**src/rtl/m_counter_pkg.sv**
```systemverilog
// Shared types and helpers for the multi-mode counter family.
package m_counter_pkg;

  typedef enum logic [1:0] {
    MODE_UP_WRAP     = 2'd0,
    MODE_DOWN_RELOAD = 2'd1,
    MODE_ONESHOT     = 2'd2,
    MODE_UP_SAT      = 2'd3
  } mode_t;

  // Terminal condition for the current count in a given mode. Operands are
  // widened to 32 bits so one function serves every counter width.
  function automatic logic term_cond(input mode_t mode,
                                     input logic [31:0] q,
                                     input logic [31:0] max);
    case (mode)
      MODE_UP_WRAP:     term_cond = (q == max);
      MODE_DOWN_RELOAD: term_cond = (q == 32'd0);
      MODE_ONESHOT:     term_cond = (q == 32'd1);
      default:          term_cond = (q == (max - 32'd1));
    endcase
  endfunction

endpackage

```
**src/rtl/m_register.sv**
```systemverilog
// Generic loadable register with synchronous clear; clear beats enable.
module m_register #(
  parameter int WIDTH = 8
) (
  input  logic             clk,
  input  logic             clr,
  input  logic             en,
  input  logic [WIDTH-1:0] d,
  output logic [WIDTH-1:0] q
);

  logic [WIDTH-1:0] q_q;
  logic [WIDTH-1:0] q_d;

  // Next value: clear, load or hold.
  always_comb begin
    q_d = q_q;
    if (clr) begin
      q_d = '0;
    end else if (en) begin
      q_d = d;
    end
  end

  // Storage.
  always_ff @(posedge clk) begin
    q_q <= q_d;
  end

  assign q = q_q;

endmodule

```
**src/rtl/m_mode_counter.sv**
```systemverilog
// Multi-mode counter: free wrap, auto-reload divider, one-shot, saturating up.
// co is combinational so stages can be chained (next en = this co); tc is
// co registered one clock later.
module m_mode_counter
  import m_counter_pkg::*;
#(
  parameter int WIDTH = 8
) (
  input  logic             clk,
  input  logic             clr_n,
  input  logic             clr,
  input  logic             load,
  input  logic             en,
  input  logic [1:0]       mode,
  input  logic [WIDTH-1:0] D,
  output logic [WIDTH-1:0] Q,
  output logic             co,
  output logic             tc,
  output logic             done
);

  localparam logic [WIDTH-1:0] MAX = '1;
  localparam logic [WIDTH-1:0] ONE = WIDTH'(1);

  mode_t            mode_w;
  logic [WIDTH-1:0] q_q, q_d;
  logic [WIDTH-1:0] rld_q, rld_d;
  logic             rld_en;
  logic             done_q, done_d;
  logic             tc_q, tc_d;
  logic             term;

  assign mode_w = mode_t'(mode);
  assign term   = term_cond(mode_w, 32'(q_q), 32'(MAX));
  assign co     = en & ~clr & ~load & clr_n & term;
  assign tc_d   = co;

  // Reload value: reset forces zero through the enable path, clr leaves it.
  assign rld_en = ~clr_n | (load & ~clr);
  assign rld_d  = clr_n ? D : '0;

  m_register #(.WIDTH(WIDTH)) u_rld (
    .clk (clk),
    .clr (1'b0),
    .en  (rld_en),
    .d   (rld_d),
    .q   (rld_q)
  );

  // Next count and done: clr > load > en; modes 0/1 never hold done.
  always_comb begin
    q_d    = q_q;
    done_d = done_q;
    if (clr) begin
      q_d    = '0;
      done_d = 1'b0;
    end else if (load) begin
      q_d    = D;
      done_d = (mode_w == MODE_ONESHOT) && (D == '0);
    end else begin
      if (en) begin
        case (mode_w)
          MODE_UP_WRAP: q_d = q_q + ONE;
          MODE_DOWN_RELOAD: begin
            if (q_q == '0) q_d = rld_q;
            else           q_d = q_q - ONE;
          end
          MODE_ONESHOT: begin
            if (q_q != '0) begin
              q_d = q_q - ONE;
              if (term) done_d = 1'b1;
            end
          end
          default: begin
            if (q_q != MAX) begin
              q_d = q_q + ONE;
              if (term) done_d = 1'b1;
            end
          end
        endcase
      end
      if ((mode_w == MODE_UP_WRAP) || (mode_w == MODE_DOWN_RELOAD)) begin
        done_d = 1'b0;
      end
    end
  end

  // State registers with synchronous active-low reset.
  always_ff @(posedge clk) begin
    if (!clr_n) begin
      q_q    <= '0;
      done_q <= 1'b0;
      tc_q   <= 1'b0;
    end else begin
      q_q    <= q_d;
      done_q <= done_d;
      tc_q   <= tc_d;
    end
  end

  assign Q    = q_q;
  assign tc   = tc_q;
  assign done = done_q;

endmodule

```
**config.mk**
```make
export PLATFORM = sky130hd
export DESIGN_NAME = m_mode_counter
export DESIGN_NICKNAME = d
export VERILOG_FILES = /design/src/rtl/m_counter_pkg.sv /design/src/rtl/m_register.sv /design/src/rtl/m_mode_counter.sv
export SDC_FILE = /design/constraint.sdc
export NUM_CORES = 1
export LEC_CHECK = 0
export CAP_MARGIN = 20
export CORE_ASPECT_RATIO = 0.7
export CORE_MARGIN = 2
export CORE_UTILIZATION = 55
export CTS_CLUSTER_SIZE = 40
export DETAILED_ROUTE_END_ITERATION = 10
export DONT_BUFFER_PORTS = 1
export GPL_TIMING_DRIVEN = 0
export PLACE_DENSITY = 0.78
export SYNTH_ARGS = -nofsm -noshare
export SYNTH_HDL_FRONTEND = slang
export SYNTH_SLANG_ARGS = --single-unit
export TNS_END_PERCENT = 50
```
**constraint.sdc**
```tcl
create_clock -name clk -period 4.15 [get_ports clk]
set_input_delay 0.415 -clock clk [delete_from_list [all_inputs] [get_ports clk]]
set_output_delay 0.415 -clock clk [all_outputs]
set_load 0.03 [all_outputs]
```
==> impl_metrics.json <==
{
  "criticalPathCategory": "reg2out",
  "hold_buffers": 0,
  "peakVddDrop_uv": 209,
  "first_iter_violations": 157,
  "r2r_slack_ns": 1.68,
  "htreeDepth": 1,
  "setup.worst_path.start_class": "flop",
  "tightest_slew_ns": 0.980,
  "dp_hpwl_mm": 2.79,
  "cts-root-buf": "clkbuf_8",
  "p_switching_w": 0.000148,
  "ys.flop_type": "dfxtp_1",
  "avgSynthCellArea_um2": 8.49,
  "netlist_instances": 171,
  "antenna_found_initial": 0,
  "clock_latency_ns": 0.26,
  "drc_errors": 0,
  "cts_resized": 0,
  "cts_max_path_buffers": 2,
  "crit_chain": "inv_1, ha_1, or4b_4, buf_6, o21ai_0, a21oi_1, nor2_1",
  "crit_buf_inv": 2,
  "drtPass1Iterations": 4,
  "max-slew-margin-rel": 0.340,
  "ant_nets": 0,
  "critPathArrivalTime_ns": 2.70,
  "area_growth_syn_to_layout_pct": 6.03,
  "end_kind": "primary output",
  "skew_ns": 0.00443,
  "rows": 15,
  "finalNonFillerCells": 209,
  "fin_util": 0.622,
  "via_count": 1313,
  "io_buffers": 0,
  "slowest_delay_ns": 0.52,
  "ios": 26,
  "vias_per_cell": 6.28,
  "holdCritPathClass": "in2reg",
  "dp_cells": 205,
  "wl_mm": 3.57,
  "wire_per_inst_um": 17.1,
  "outcome": "finished clean",
  "hold_slack_ns": 0.294,
  "grt-ovfl-total": 0,
  "max_cap_violations": 0,
  "ys_warn_count": 0,
  "critical_path.top_delay_family": "simple AND/OR/NAND/NOR gates",
  "core-area_um2": 2480,
  "path_max_fanout": 10,
  "synth_top_area_frac": 0.165,
  "fill_cells": 233,
  "fmaxAchievable_mhz": 321,
  "ys_types": 51,
  "period_minus_slack_ns": 3.12,
  "timing.final.hold_violations": 0,
  "synth_edf_count": 8,
  "async_flop_share": 0,
  "cts_num_sinks": 18,
  "gp_congestion": 0.894,
  "p_per_area_nw_per_um2": 300,
  "p_int_w": 0.000313,
  "clkSlewWorstSetupHoldPaths_ns": 0.07,
  "fp.dieW_um": 65.4,
  "p_sw_frac": 0.321,
  "min_period_over_period": 0.751,
  "critPathRequiredTime_ns": 3.73,
  "power_frac_comb": 0.265,
  "first_global_vias": 1203,
  "place_area_um2": 1500,
  "yosysSeqAreaShare": 0.303,
  "seq_power_share": 0.461,
  "synth_area_um2": 1450,
  "cp_slowest_cell": "nor2_1",
  "tns_ns": 0,
  "dieArea_um2": 3070,
  "postCtsSetupRepairBufs": 0,
  "grt_max_degree": 11,
  "fin_nets": 198,
  "leakagePower_nw": 0.568,
  "grtUsageTotal": 0.258,
  "die_h_um": 47,
  "setup_viol_count_final": 0,
  "start_util": 0.586,
  "numCtsBuffers": 3,
  "cts_tree": "yes",
  "postSynthNetCount": 193,
  "drive_gt1_frac": 0.0857,
  "yosys.area.top_type": "edfxtp_1",
  "synth_seq_cells": 18,
  "final_cell_area_um2": 1540,
  "slew_viol_final": 0,
  "power_frac_clock": 0.274,
  "synthTopCellsByArea": "edfxtp_1, dfxtp_1, ha_1",
  "antenna_cells": 0,
  "grt_pass1_wl_mm": 5.73,
  "rsz0062_at_grt": "false"
}
## worst reg2reg max path, stage by stage, from the launching register on
cell	delay (ns)
dfxtp_1	0.67
inv_1	0.27
ha_1	0.26
or4b_4	0.21
buf_6	0.15
o31ai_4	0.07
or2_1	0.23
buf_6	0.13
a41oi_1	0.23
o21ai_0	0.12
## per-layer routing
metal  wire length, um  share of wire  up-vias  global-route usage
li1                  -              -      637                   -
met1              1590           0.44      594               0.352
met2              1530           0.43       75               0.400
met3               393           0.11        7              0.0624
met4                65          0.018        0               0.113
met5                 0              0        -                   0
## final timing paths
kind                                 start                 to  cells after the start
hold / removal                        D[7]  Q[7]$_SDFFE_PP0P_                      1
setup / recovery         Q[1]$_SDFFE_PP0P_                 co                      7
setup reg to reg         Q[1]$_SDFFE_PP0P_  Q[5]$_SDFFE_PP0P_                      9
hold reg to reg   u_rld.q[3]$_SDFFCE_PN0P_  Q[3]$_SDFFE_PP0P_                      2
## power groups by stage
stage | clock network, W | logic [W] | registers, W
global placement | 0 | 0.000118 | 0.000216
CTS | 0.000126 | 0.000121 | 0.000213
global route | 0.000137 | 0.000135 | 0.000213
floorplan | 0 | 0.0000982 | 0.000214
finish | 0.000127 | 0.000122 | 0.000213
detailed placement | 0 | 0.000120 | 0.000217
## cell usage after synthesis, types with 3 or more instances
library cell,n
nand4_1,4
dfxtp_1,10
buf_2,3
o21ai_0,9
edfxtp_1,8
xnor2_1,5
xor2_1,4
nand2_1,10
a21oi_1,6
a211oi_1,3
nor2_1,16
buf_6,3
nor3_1,5
ha_1,7
nand3_1,9
clkbuf_1,5
mux2i_1,3
and2_1,8
inv_1,9
o211ai_1,5
## per-stage QoR
stage / power (W) / setup slack (ns)
floorplan: 0.000312 / 1.58
global placement: 0.000334 / 1.38
detailed placement: 0.000337 / 1.34
CTS: 0.000459 / 1.06
global route: 0.000485 / 0.940
finish: 0.000462 / 1.03
## state kept, by name, summed over array words and instances, names as in the netlist
register and count:
Q 8, done 1, u_rld.q 8, tc 1
## kinds of logic (layout without fill, tap and decap cells)
| family | after synthesis | after routing | share of synthesized area |
|---|---|---|---|
| adder cells (fa/ha/maj) | 7 | 7 | 0.0603 |
| AND/OR/NAND/NOR | 71 | 71 | 0.268 |
| XOR/XNOR | 9 | 9 | 0.0543 |
| flip-flops | 18 | 18 | 0.303 |
| multiplexers | 3 | 3 | 0.0207 |
| buffers and inverters | 21 | 25 | 0.0749 |
| AO/OA/AOI/OAI | 42 | 42 | 0.219 |
## cell type report
type                    count  area (um^2)  share of cell area
plain buffers              12         75.1              0.0487
clock buffers               3         41.3              0.0268
clock inverters             1         3.75             0.00244
inverters                   9         33.8              0.0219
multi-input cells         132          903               0.587
flip-flops and latches     18          440               0.286
well taps                  34         42.5              0.0276
## cells in the final DEF (no fill, tap or decap), types with 2 or more instances in the layout
cell       n
nor2_1    16
dfxtp_1   10
nand2_1   10
inv_1      9
o21ai_0    9
nand3_1    9
and2_1     8
edfxtp_1   8
ha_1       7
a21oi_1    6
clkbuf_1   5
nor3_1     5
xnor2_1    5
o211ai_1   5
xor2_1     4
nand4_1    4
buf_2      3
buf_6      3
mux2i_1    3
a211oi_1   3
clkbuf_8   3
and3_1     2
and4_1     2
nor4_1     2
or3_1      2
a32oi_1    2
o21ai_1    2
or4_1      2
o22ai_1    2
(Power assumes the default switching activity.)
